--- config.mk ---
export PLATFORM = sky130hd
export DESIGN_NAME = double_word_countdown_timer
export DESIGN_NICKNAME = d
export VERILOG_FILES = /design/src/rtl/double_word_countdown_timer.sv
export SDC_FILE = /design/constraint.sdc
export NUM_CORES = 1
export LEC_CHECK = 0
export BUFFER_PORTS_ARGS = -buffer_cell sky130_fd_sc_hd__clkbuf_2
export CAP_MARGIN = 10
export CORE_MARGIN = 4
export CORE_UTILIZATION = 55
export CTS_CLUSTER_SIZE = 40
export DETAILED_ROUTE_END_ITERATION = 8
export GPL_TIMING_DRIVEN = 0
export PLACE_DENSITY = 0.87
export SETUP_SLACK_MARGIN = 0.02
export SYNTH_ARGS = -nofsm -noshare
export SYNTH_HDL_FRONTEND = slang
export SYNTH_SLANG_ARGS = --single-unit
--- constraint.sdc ---
create_clock -name sysclk -period 3.5 [get_ports sysclk]
set_input_delay 0.175 -clock sysclk [delete_from_list [all_inputs] [get_ports sysclk]]
set_output_delay 0.175 -clock sysclk [all_outputs]
set_load 0.005 [all_outputs]
--- src/rtl/double_word_countdown_timer.sv ---
// Double-word countdown timer sitting behind double_word_adapter: prescaled down-counter
// with reload, one-shot/auto-reload modes, sticky expired flag and registered irq.
module double_word_countdown_timer #(
    parameter int WW   = 16,
    parameter int MSB  = WW - 1,
    parameter int DW   = WW * 2,
    parameter int DMSB = DW - 1
) (
    input  logic          sysclk,
    input  logic          sysreset,
    input  logic [DMSB:0] double_data_to_write,
    input  logic          double_load,
    output logic [DMSB:0] double_data_to_read,
    input  logic          double_read,
    input  logic [MSB:0]  data_in,
    input  logic          load_ctrl,
    input  logic          read_ctrl,
    output logic [MSB:0]  ctrl_out,
    output logic          expire_pulse,
    output logic          irq
);

    localparam logic ST_IDLE = 1'b0;
    localparam logic ST_RUN  = 1'b1;

    logic          state;
    logic          auto_reload;
    logic          irq_en;
    logic          expired;
    logic [7:0]    prescale;
    logic [7:0]    prescale_cnt;
    logic [DMSB:0] count;
    logic [DMSB:0] reload;
    logic          tick;
    logic          expiry;

    // Reserved control bits and the snapshot marker carry no state.
    logic unused_bits;
    assign unused_bits = ^{data_in[7:3], double_read};

    // A count load, or a ctrl write that disables, swallows the tick of that cycle.
    always_comb begin
        tick   = (state == ST_RUN) && (prescale_cnt == prescale) && !double_load
                 && !(load_ctrl && !data_in[0]);
        expiry = tick && (count == '0);
    end

    assign expire_pulse        = expiry;
    assign double_data_to_read = count;
    assign ctrl_out            = {prescale, 4'b0000, expired, irq_en, auto_reload, state};

    always_ff @(posedge sysclk) begin
        if (!sysreset) begin
            state        <= ST_IDLE;
            auto_reload  <= 1'b0;
            irq_en       <= 1'b0;
            expired      <= 1'b0;
            prescale     <= '0;
            prescale_cnt <= '0;
            count        <= '0;
            reload       <= '0;
            irq          <= 1'b0;
        end else begin
            if (double_load || load_ctrl || state == ST_IDLE || prescale_cnt == prescale)
                prescale_cnt <= '0;
            else
                prescale_cnt <= prescale_cnt + 8'd1;

            if (double_load) begin
                count  <= double_data_to_write;
                reload <= double_data_to_write;
            end else if (tick) begin
                if (count != '0)
                    count <= count - DW'(1);
                else if (auto_reload)
                    count <= reload;
            end

            if (load_ctrl) begin
                state       <= data_in[0];
                auto_reload <= data_in[1];
                irq_en      <= data_in[2];
                prescale    <= data_in[MSB -: 8];
            end else if (expiry && !auto_reload) begin
                state <= ST_IDLE;
            end

            // Expiry wins over a same-cycle status read so no event is lost.
            if (expiry)
                expired <= 1'b1;
            else if (read_ctrl)
                expired <= 1'b0;

            irq <= expired & irq_en;
        end
    end

endmodule

Yosys cells after proc, flatten, opt, wreduce, memory -nomap -nowiden
Index checks and enable logic that the tools add are counted.
- flip-flop bits (word level): 85
- output and inout bits: 50
- add/sub/neg operators: 2
- equality and inequality tests: 1
- muxes and demuxes: 8
- bitwise logic cells: 3
- reduce and logical (&&, ||, !) cells: 21
- operators by type and width (kind ; number):
    $mux 32 ; 4
    $logic_not 32->1 ; 1
    $reduce_bool 32->1 ; 1
    $sub 32x1->32 const B ; 1
    $add 8x1->8 const B ; 1
    $eq 8x8->1 ; 1
    $logic_and 1x1->1 ; 6
    $reduce_bool 2->1 ; 3
    $logic_not 1->1 ; 4
    $mux 1 ; 4
    $logic_or 1x1->1 ; 3
    $reduce_bool 3->1 ; 1
    $not 1->1 ; 2
    $reduce_and 2->1 ; 1
    $reduce_or 2->1 ; 1
    $and 1x1->1 ; 1

Logic depth before layout (Yosys ltp)
Gate-level depths: netlist (run 1).
- word-level depth: 8
- gate-level depth with buffers: 10
- gate-level depth less buffers: 8

Worst setup path after synthesis (run 1)
OpenSTA, ideal clock, no wires.
- path kind: flip-flop to flip-flop
- start point: register count[7] (netlist: double_data_to_read[7])
- end point: register count[26] (netlist: double_data_to_read[26])
- library setup time: 0.070 ns
- arrival time: 2.141 ns
- required time: 3.430 ns
- setup slack: 1.290 ns
- cell stages (with the launch flop): 7
- period minus slack after synthesis: 2.210 ns
- cells stage by stage: dfxtp_1 or4_4 or3_4 nor4_4 a211oi_1 or3_1 a21oi_1
- longest elaborated chain between the ends: 4
- elaborated cells between the ends (all ways): 7
- classes of those cells: add/sub (1); mux (3); reduce/logical (3)
- RTL lines (item ; line ; text):
    start: declaration ; 32 ; logic [DMSB:0] count;
    start signal: assignment ; 70 ; count <= double_data_to_write;
    start signal: assignment ; 74 ; count <= count - DW'(1);
    start signal: assignment ; 76 ; count <= reload;
    $sub 32x1->32 or $reduce_bool 32->1 (tied branches) ; 74, 73 ;
    $mux 32 ; 73 ; if (count != '0)
    $mux 32 ; 72 ; end else if (tick) begin
    $mux 32 ; 69 ; if (double_load) begin
Several ways; a longest one is shown, not always the timed one. The select of a mux whose other input is x is not followed.
A chain may end at the register's enable or synchronous reset.

Final worst setup path (run 1)
- start point: register count[28] (netlist: double_data_to_read[28])
- end point: register count[2] (netlist: double_data_to_read[2])
- longest elaborated chain between the ends: 4
- elaborated cells between the ends (all ways): 6
- classes of those cells: mux (3); reduce/logical (3)
- RTL lines (item ; line):
    $reduce_bool 32->1 (*) ; 73
    $mux 32 ; 73
    $mux 32 ; 72
    $mux 32 ; 69
Mark *: on every way between the ends. The rest lies on a longest branch, timed or not. The select of a mux whose other input is x is not followed.

==> impl_metrics.toml, run 1 <==
[routing]
detail-route-antenna-nets = 0
drt-initial-drc-count = 481
wl_per_cell_um = 19.4
drt_pass1_iterations = 5
avgViaCountPerCell = 6.30
routed_wl_um = 14800
drc = 0
vias = 4816

[global_routing]
grtUsageMet1_pct = 37.6
gr-total-overflow = 0
grt_pass1_wl_um = 23500
grt_busiest_layer = "met2"
grt_antenna_before_repair = 0
grt_use_met2_pct = 48.7
grtUsageMet3_pct = 8.35
grt_util_all_layers_pct = 29.9
grt_pass1_vias = 4680
grt_max_degree = 15

[hold_path]
hold_path_class = "in2reg"
hold_start = "data_in[9]"

[power]
p_total_mw = 2.16
pwr-share-clk_pct = 30.4
max-vdd-ir-drop_mv = 0.257
p_leak_nw = 2.25
seqPwrFrac_pct = 50.4
combinationalPowerShare_pct = 19.2
power_density_mw_per_mm2 = 401
intPower_mw = 1.48
p_sw_mw = 0.686
swShare_pct = 31.7

[timing]
tns_ps = 0
hold_violations = 0
fmax_mhz = 332
fin_crit_ps = 3010
finalCritPeriodShare_pct = 86.0
slew_viol_final = 0
setup_viol = 0
skew_ps = 10.6
worst_slew_pin_slew_ps = 922
maxSlewHeadroom_pct = 38.0
rsz0062_at_grt = "no"

[synth]
syn_area_per_cell_sq_um = 8.43
synth-edff-count = 0
netlist_instances = 548
yosysSeqAreaShare_pct = 36.9
synthTopCellsByArea = "dfxtp_1 37%, mux2i_1 6.1%, nor2b_1 4.3%, nand2_1 4.3%, a21oi_1 3.8%"
ys_types = 73
ys_warn_count = 0
synth_top_cell_area_share_pct = 36.9
synth-main-ff-cell = "dfxtp_1"
netlist.top_cell.by_area = "dfxtp_1"
syn_area_sq_mm = 0.00462
async_reset_ff_share_pct = 0
ys_ff_latch = 85

[clock_network]
clock-sinks = 85
postCtsHoldBufs = 0
ctsResizeCount = 0
cts-root-buf = "clkbuf_8"
cts_tree = "built"
htreeDepth = 3
cts_inserted_buffers = 9
cts.clk_slew.worst_paths_ps = 90
clock_latency_ps = 370
cts_setup_buffers = 0
cts_buffer_depth = 2

[run]
drv_cap = 0

[placement]
port-buffer-count = 92
place_area_sq_mm = 0.00522
gp_congestion = 0.996
place_inst = 748
dpl.hpwl_um = 10600

[layout]
area_growth_pct = 16.9
n_fill_cell = 721
nNetsFinal = 711
n_antenna_cell = 0
layout-drive-gt1-share_pct = 21.1
final_area_sq_mm = 0.00540
layoutNonFillerInstCount = 764

[worst_setup_path]
arrival_ps = 3240
rr_startpoint = "double_data_to_read[28]"
start_kind = "register"
crit_path_max_fanout = 10
path_class = "reg2reg"
crit_required_ps = 3730
cp-end-kind = "register"
startpoint = "double_data_to_read[28]"

[floorplan]
die_area_sq_mm = 0.00992
start_util_pct = 56.5
coreArea_sq_mm = 0.00818
die_height_um = 99.6
dieWidth_um = 99.6
rows = 33
pin_count = 104

[status]
status = "complete, no violations"
==> synth_stat cells, types with 3 or more instances <==
cell type,count
a211oi_1,3
a31oi_1,10
nor2_1,29
nand2_1,53
nand3_1,13
buf_1,4
o21ai_0,35
o211ai_1,15
o31ai_1,3
a21boi_0,15
o21a_1,4
clkbuf_1,21
nand4_1,4
nor3_1,15
dfxtp_1,85
inv_1,7
a211o_1,5
ha_1,3
nor4_2,3
and3_1,6
mux2i_1,28
nor4_1,13
nand2b_1,3
xnor2_1,10
nor2b_1,32
buf_4,10
buf_2,4
a21oi_1,35
a21boi_1,3
xor2_1,18
nor4b_1,3
==> critical path, stage by stage (launching register included) <==
cell and delay, ps:
dfxtp_1 420, nor3_1 580, nand4_1 470, nor4_1 440
o21ai_1 330, clkbuf_1 350, o21ai_0 220, a31oi_1 70
==> worst paths after layout <==
check	end	slack [ps]	depth (start not counted)
setup reg to reg	double_data_to_read[2]	490	7
hold reg to reg	reload[3]	480	2
hold / removal	prescale[1]	70	3
setup / recovery	double_data_to_read[2]	490	7
==> final cells by class <==
class,count,area (sq um),area share (%)
clock inverter,5,35.0,0.649
timing repair buffer,92,460,8.53
sequential,85,1700,31.5
multi-input combinational,416,2670,49.4
clock buffer,11,141,2.62
tap,105,131,2.43
inverter,8,30.0,0.556
buffer,42,229,4.24
==> layer usage <==
| metal | vias up | part of all wire (%) |
|---|---|---|
| li1 | 2193 | - |
| met2 | 342 | 46 |
| met1 | 2216 | 39 |
| met3 | 65 | 11 |
| met5 | - | 0 |
| met4 | 0 | 2.7 |
==> cells in the final DEF (no fill, tap or decap), types with 4 or more instances in the layout <==
cell       n
nor2_1    29
dfxtp_1   85
nor4_1    13
buf_4     10
nand3_1   13
clkbuf_1  22
clkbuf_8  11
conb_1     4
a211o_1    5
buf_1      4
a21boi_0  15
nor2b_1   32
nand2_1   53
clkbuf_2  92
a21oi_1   35
o211ai_1  15
xor2_1    18
xnor2_1   10
nor3_1    15
o21a_1     4
mux2i_1   28
inv_1      7
nand4_1    4
buf_2      4
and3_1     6
a31oi_1   10
o21ai_0   35
==> sequential cells by signal (all words and copies together) (netlist names) <==
name and flops:
auto_reload 1, expired 1, double_data_to_read 32, irq 1, state 1, prescale_cnt 8, prescale 8, reload 32
irq_en 1
==> through the flow <==
stage               setup WS [ps]  util (%)  hold WS (ps)
global route                  310      66.0          76.7
CTS                           657      66.0          61.4
finish                        489      66.0          66.0
detailed placement            659      63.9           445
floorplan                    1290         -           319
global placement              636      63.9           433
==> cells by family (layout without fill, tap and decap cells) <==
logic type,count (synthesis),in the layout,share of synthesized area [%]
AO/OA/AOI/OAI,154,154,21.6
XOR/XNOR,28,28,5.31
adder cells (fa/ha/maj),3,3,0.813
buffers and inverters,50,158,5.61
flip-flops,85,85,36.9
multiplexers,29,29,6.31
other,1,4,0.0812
AND/OR/NAND/NOR,198,198,23.4
==> power by group through the flow <==
stage               Clock, mW  Sequential [mW]  Combinational, mW
finish                  0.656             1.09              0.416
global route            0.692             1.10              0.453
CTS                     0.655             1.09              0.408
detailed placement          0             1.11              0.404
global placement            0             1.10              0.394
floorplan                   0             1.09              0.262
Note: power is estimated with default switching activity, not from simulation.
==> run 2, diff against run 1 <==
==> constraint.sdc (replaced) <==
create_clock -name sysclk -period 3.5 [get_ports sysclk]
set_input_delay 0.7 -clock sysclk [delete_from_list [all_inputs] [get_ports sysclk]]
set_output_delay 0.7 -clock sysclk [all_outputs]
set_load 0.005 [all_outputs]
==> impl_metrics.toml, run 2 (synthesized netlist as in run 1, its figures left out) <==
[worst_setup_path]
crit_path_max_fanout = 10
crit_path_cell_trace = "nor3_1, and4_1, nand3_1, clkbuf_1, nor2_1, clkbuf_2"
cp_slowest_cell = "nor3_1"
cp_top_family = "simple AND/OR/NAND/NOR gates"
start_kind = "register"
reg2reg_slack_ps = 450
rr_startpoint = "double_data_to_read[28]"
worst-path-buf-inv = 2
max_stage_delay_ps = 600
endpoint = "expire_pulse"
path_class = "reg2out"
reg2regPathDepth = 7
crit_required_ps = 2800
crit_cells = 6
rr_endpoint = "double_data_to_read[2]"
cp-end-kind = "primary output"
arrival_ps = 2700
startpoint = "double_data_to_read[28]"

[clock_network]
cts_setup_buffers = 0
postCtsHoldBufs = 0
htreeDepth = 3
cts-root-buf = "clkbuf_8"
cts_inserted_buffers = 9
cts_buffer_depth = 2
clock_latency_ps = 370
ctsResizeCount = 0
clock-sinks = 85
cts_tree = "built"
cts.clk_slew.worst_paths_ps = 90

[run]
drv_cap = 0

[timing]
fin_crit_ps = 3400
finalCritPeriodShare_pct = 97.2
fmax_mhz = 294
setup_viol = 0
maxSlewHeadroom_pct = 38.5
skew_ps = 11.6
setup_ws_ps = 98.6
worst_slew_pin_slew_ps = 914
hold_violations = 0
rsz0062_at_grt = "no"
slew_viol_final = 0
tns_ps = 0

[layout]
nNetsFinal = 711
layout_commonest_cell = "clkbuf_2"
n_antenna_cell = 0
n_fill_cell = 721
mostFrequentLayoutCells = "92 x clkbuf_2, 85 x dfxtp_1, 53 x nand2_1, 35 x a21oi_1, 35 x o21ai_0"
area_growth_pct = 16.9
layout-drive-gt1-share_pct = 21.1
final_area_sq_mm = 0.00540

[placement]
place_area_sq_mm = 0.00522
gp_congestion = 0.996
port-buffer-count = 92
pre_cts_slack_ps = 618
dpl.hpwl_um = 10600

[power]
power_density_mw_per_mm2 = 400
max-vdd-ir-drop_mv = 0.255
p_leak_nw = 2.25

[global_routing]
grt_pass1_vias = 4664
gr-total-overflow = 0
grt_max_degree = 15
grt_pass1_wl_um = 23400
grt_antenna_before_repair = 0
grt_util_all_layers_pct = 29.8

[status]
status = "complete, no violations"

[routing]
drt-initial-drc-count = 532
routed_wl_um = 14800
drt_pass1_iterations = 5
avgViaCountPerCell = 6.31
drc = 0
wl_per_cell_um = 19.4
detail-route-antenna-nets = 0
vias = 4821

[floorplan]
coreArea_sq_mm = 0.00818
pin_count = 104
start_util_pct = 56.5
die_area_sq_mm = 0.00992
die_height_um = 99.6
dieWidth_um = 99.6
rows = 33

[hold_path]
hold_path_class = "reg2reg"
hold_depth = 2
-- run 2: cell counts in the layout (fill, tap and decap cells not counted) --
Identical to the previous run, type by type.
-- run 2: worst min path at each step --
stage / start / end
finish: reload[3] / reload[3]
global route: expired / irq
CTS: reload[3] / reload[3]
detailed placement: reload[3] / reload[3]
global placement: reload[3] / reload[3]
floorplan: reload[2] / reload[2]
-- run 2: area by class of cell --
type | instances | area (sq um) | share of cell area, %
timing repair buffer | 92 | 460 | 8.53
clock inverter | 5 | 35.0 | 0.649
tap | 105 | 131 | 2.43
buffer | 42 | 229 | 4.24
multi-input combinational | 416 | 2670 | 49.4
clock buffer | 11 | 141 | 2.62
inverter | 8 | 30.0 | 0.556
sequential | 85 | 1700 | 31.5
-- run 2: through the flow --
step	utilization [%]	hold slack [ps]	power (mW)	instances
after floorplan	-	451	1.36	551
after global placement	63.9	462	1.50	748
after detailed placement	63.9	470	1.51	748
after CTS	66.0	485	2.15	764
after global routing	66.0	503	2.24	764
final	66.0	483	2.16	764
-- run 2: per-layer routing --
layer | wire length (um) | vias up | GRT usage [%]
li1 | - | 2191 | -
met1 | 5800 | 2230 | 37.7
met2 | 6910 | 346 | 48.3
met3 | 1710 | 54 | 8.35
met4 | 370 | 0 | 11.1
met5 | 0 | - | 0
-- run 2: power breakdown --
part	internal, mW	leakage, nW	switching, mW
logic	0.175	1.46	0.241
registers	1.02	0.701	0.0672
clock network	0.279	0.0897	0.375
-- run 2: tightest hold or removal path, cell delays in order, from the launching register on --
cell and delay (ps):
dfxtp_1 320, nand2_1 50, a21boi_0 70
==> run 3, diff against run 2 <==
--- a/config.mk
+++ b/config.mk
@@ -5,14 +5,15 @@
 export SDC_FILE = /design/constraint.sdc
 export NUM_CORES = 1
 export LEC_CHECK = 0
+export ABC_AREA = 1
 export BUFFER_PORTS_ARGS = -buffer_cell sky130_fd_sc_hd__clkbuf_2
 export CAP_MARGIN = 10
 export CORE_MARGIN = 4
-export CORE_UTILIZATION = 55
+export CORE_UTILIZATION = 30
 export CTS_CLUSTER_SIZE = 40
 export DETAILED_ROUTE_END_ITERATION = 8
 export GPL_TIMING_DRIVEN = 0
-export PLACE_DENSITY = 0.87
+export PLACE_DENSITY = 0.55
 export SETUP_SLACK_MARGIN = 0.02
 export SYNTH_ARGS = -nofsm -noshare
 export SYNTH_HDL_FRONTEND = slang
==> impl_metrics.toml, run 3 <==
[status]
status = "complete, no violations"

[floorplan]
die_height_um = 136
die_area_sq_mm = 0.0186
dieWidth_um = 136
coreArea_sq_mm = 0.0160
rows = 46
pin_count = 104
start_util_pct = 30.9

[placement]
dpl.hpwl_um = 12600
port-buffer-count = 91
place_inst = 1106
pre_cts_slack_ps = 1150
gp_congestion = 0.929
place_area_sq_mm = 0.00568

[layout]
final_area_sq_mm = 0.00598
layoutNonFillerInstCount = 1122
n_antenna_cell = 0
nNetsFinal = 958
area_growth_pct = 21.1
layout-drive-gt1-share_pct = 18.2
n_fill_cell = 1800
final_util_pct = 37.4
layout_commonest_cell = "nand2_1"
mostFrequentLayoutCells = "253 x nand2_1, 128 x nor2_1, 91 x clkbuf_2, 85 x dfxtp_1, 68 x nand3_1"

[synth]
netlist_instances = 796
syn_area_sq_mm = 0.00494
ys_types = 36
async_reset_ff_share_pct = 0
synth_xor_area_share_pct = 1.77
synthMuxAreaShare_pct = 0
synth_top_cell_area_share_pct = 34.4
synth_commonest_cells = "253 x nand2_1, 128 x nor2_1, 85 x dfxtp_1"
synth-main-ff-cell = "dfxtp_1"
netlist.top_cell.by_area = "dfxtp_1"
ys_warn_count = 0
yosys.area_share.simple_pct = 43.0
yosysMostFrequentCell = "nand2_1"
synth_compound_area_share_pct = 10.3
synth_top_family_by_area = "simple AND/OR/NAND/NOR gates"
ys_ff_latch = 85
yosysSeqAreaShare_pct = 34.4
synthAdderAreaFrac_pct = 0.759
synthTopCellsByArea = "dfxtp_1 34%, nand2_1 19%, nor2_1 9.7%, nand3_1 6.9%, a21oi_1 5.4%"
syn_area_per_cell_sq_um = 6.21
synth-edff-count = 0

[global_routing]
gr-total-overflow = 0
grt_pass1_wl_um = 25900
grt_antenna_before_repair = 0
grt_pass1_vias = 4895
grt_util_all_layers_pct = 17.9
grt_max_degree = 17
grtUsageMet1_pct = 24.0
grt_busiest_layer = "met2"
grt_use_met2_pct = 28.6
grtUsageMet3_pct = 4.26

[routing]
vias = 5194
drc = 0
drt-initial-drc-count = 233
detail-route-antenna-nets = 0
avgViaCountPerCell = 4.63
drt_pass1_iterations = 5
routed_wl_um = 16100
wl_per_cell_um = 14.3

[clock_network]
cts_setup_buffers = 0
ctsResizeCount = 0
postCtsHoldBufs = 0
cts_tree = "built"
clock-sinks = 85
htreeDepth = 3
clock_latency_ps = 350
cts_inserted_buffers = 9
cts-root-buf = "clkbuf_16"
cts_buffer_depth = 2
cts.clk_slew.worst_paths_ps = 70

[worst_setup_path]
worst-path-buf-inv = 2
path_class = "reg2out"
crit_path_cell_trace = "inv_1, ha_1, nand3_1, nor2_4, nand3_4, nor3_2, clkbuf_2"
crit_required_ps = 2800
start_kind = "register"
cp-end-kind = "primary output"
crit_path_max_fanout = 6
max_stage_delay_ps = 340
cp_top_family = "simple AND/OR/NAND/NOR gates"
arrival_ps = 1970
cp_slowest_cell = "dfxtp_1"

[power]
combinationalPowerShare_pct = 20.9
pwr-share-clk_pct = 38.0
p_total_mw = 2.64
intPower_mw = 1.79
seqPwrFrac_pct = 41.2
power_density_mw_per_mm2 = 441
swShare_pct = 32.2
p_leak_nw = 2.98
max-vdd-ir-drop_mv = 0.253
p_sw_mw = 0.849

[timing]
rsz0062_at_grt = "no"
hold_violations = 0
setup_ws_ps = 833
tns_ps = 0
skew_ps = 7.61
finalCritPeriodShare_pct = 76.2
fmax_mhz = 375
maxSlewHeadroom_pct = 56.5
fin_crit_ps = 2670
hold_ws_ps = 454
slew_viol_final = 0
worst_slew_pin_slew_ps = 652
setup_viol = 0

[hold_path]
hold_path_class = "reg2reg"

[run]
drv_cap = 0
[run 3: changes by cell type after synthesis, sizes merged, moves of 11 or more]
cell	previous run	this run
xor2	18	6
nor2	30	146
mux2i	28	0
nor2b	32	0
a21oi	36	53
nor4	17	0
o21ai	37	26
nand3	13	70
nor3	16	3
inv	7	65
nand2	54	261
o211ai	15	1
[run 3: final timing paths]
path	startpoint	end	slack [ps]	cells after the start
setup reg to reg	double_data_to_read[0]	double_data_to_read[20]	1540	11
setup / recovery	double_data_to_read[0]	expire_pulse	830	7
hold reg to reg	expired	irq	450	2
hold / removal	expired	irq	450	2
[run 3: power groups by stage]
stage / Sequential, mW / Clock, mW / Combinational [mW]
floorplan: 1.09 / 0 / 0.377
finish: 1.09 / 1.00 / 0.551
detailed placement: 1.11 / 0 / 0.551
global route: 1.09 / 1.06 / 0.630
CTS: 1.09 / 1.03 / 0.553
global placement: 1.11 / 0 / 0.550
[run 3: routing by layer]
metal  wire length (um)  vias to the layer above
met5                  0                        -
met4                269                        0
met3                934                       21
met2               7380                      133
met1               7470                     2322
li1                   -                     2718
[run 3: layout make-up]
| cell class | instances | area [sq um] | area share (%) |
|---|---|---|---|
| plain buffers | 39 | 221 | 3.70 |
| clock buffers | 9 | 225 | 3.76 |
| clock inverters | 7 | 78.8 | 1.32 |
| inverters | 68 | 256 | 4.29 |
| multi-input cells | 607 | 2770 | 46.4 |
| flip-flops and latches | 85 | 1700 | 28.4 |
| well taps | 216 | 270 | 4.52 |
| repair buffers | 91 | 455 | 7.61 |
[run 3: logic make-up (layout without fill, tap and decap cells)]
logic type	after synthesis	count (layout)
xor+xnor	10	10
other cells	1	4
simple gates	496	496
compound gates	94	94
flops	85	85
fa+ha+maj	3	3
buf+inv	107	214
[run 3: tightest hold or removal path: cells and delay by family, from the launching register on]
family / cells / cell delay, ps
AND/OR/NAND/NOR: 2 / 90
flip-flops: 1 / 330
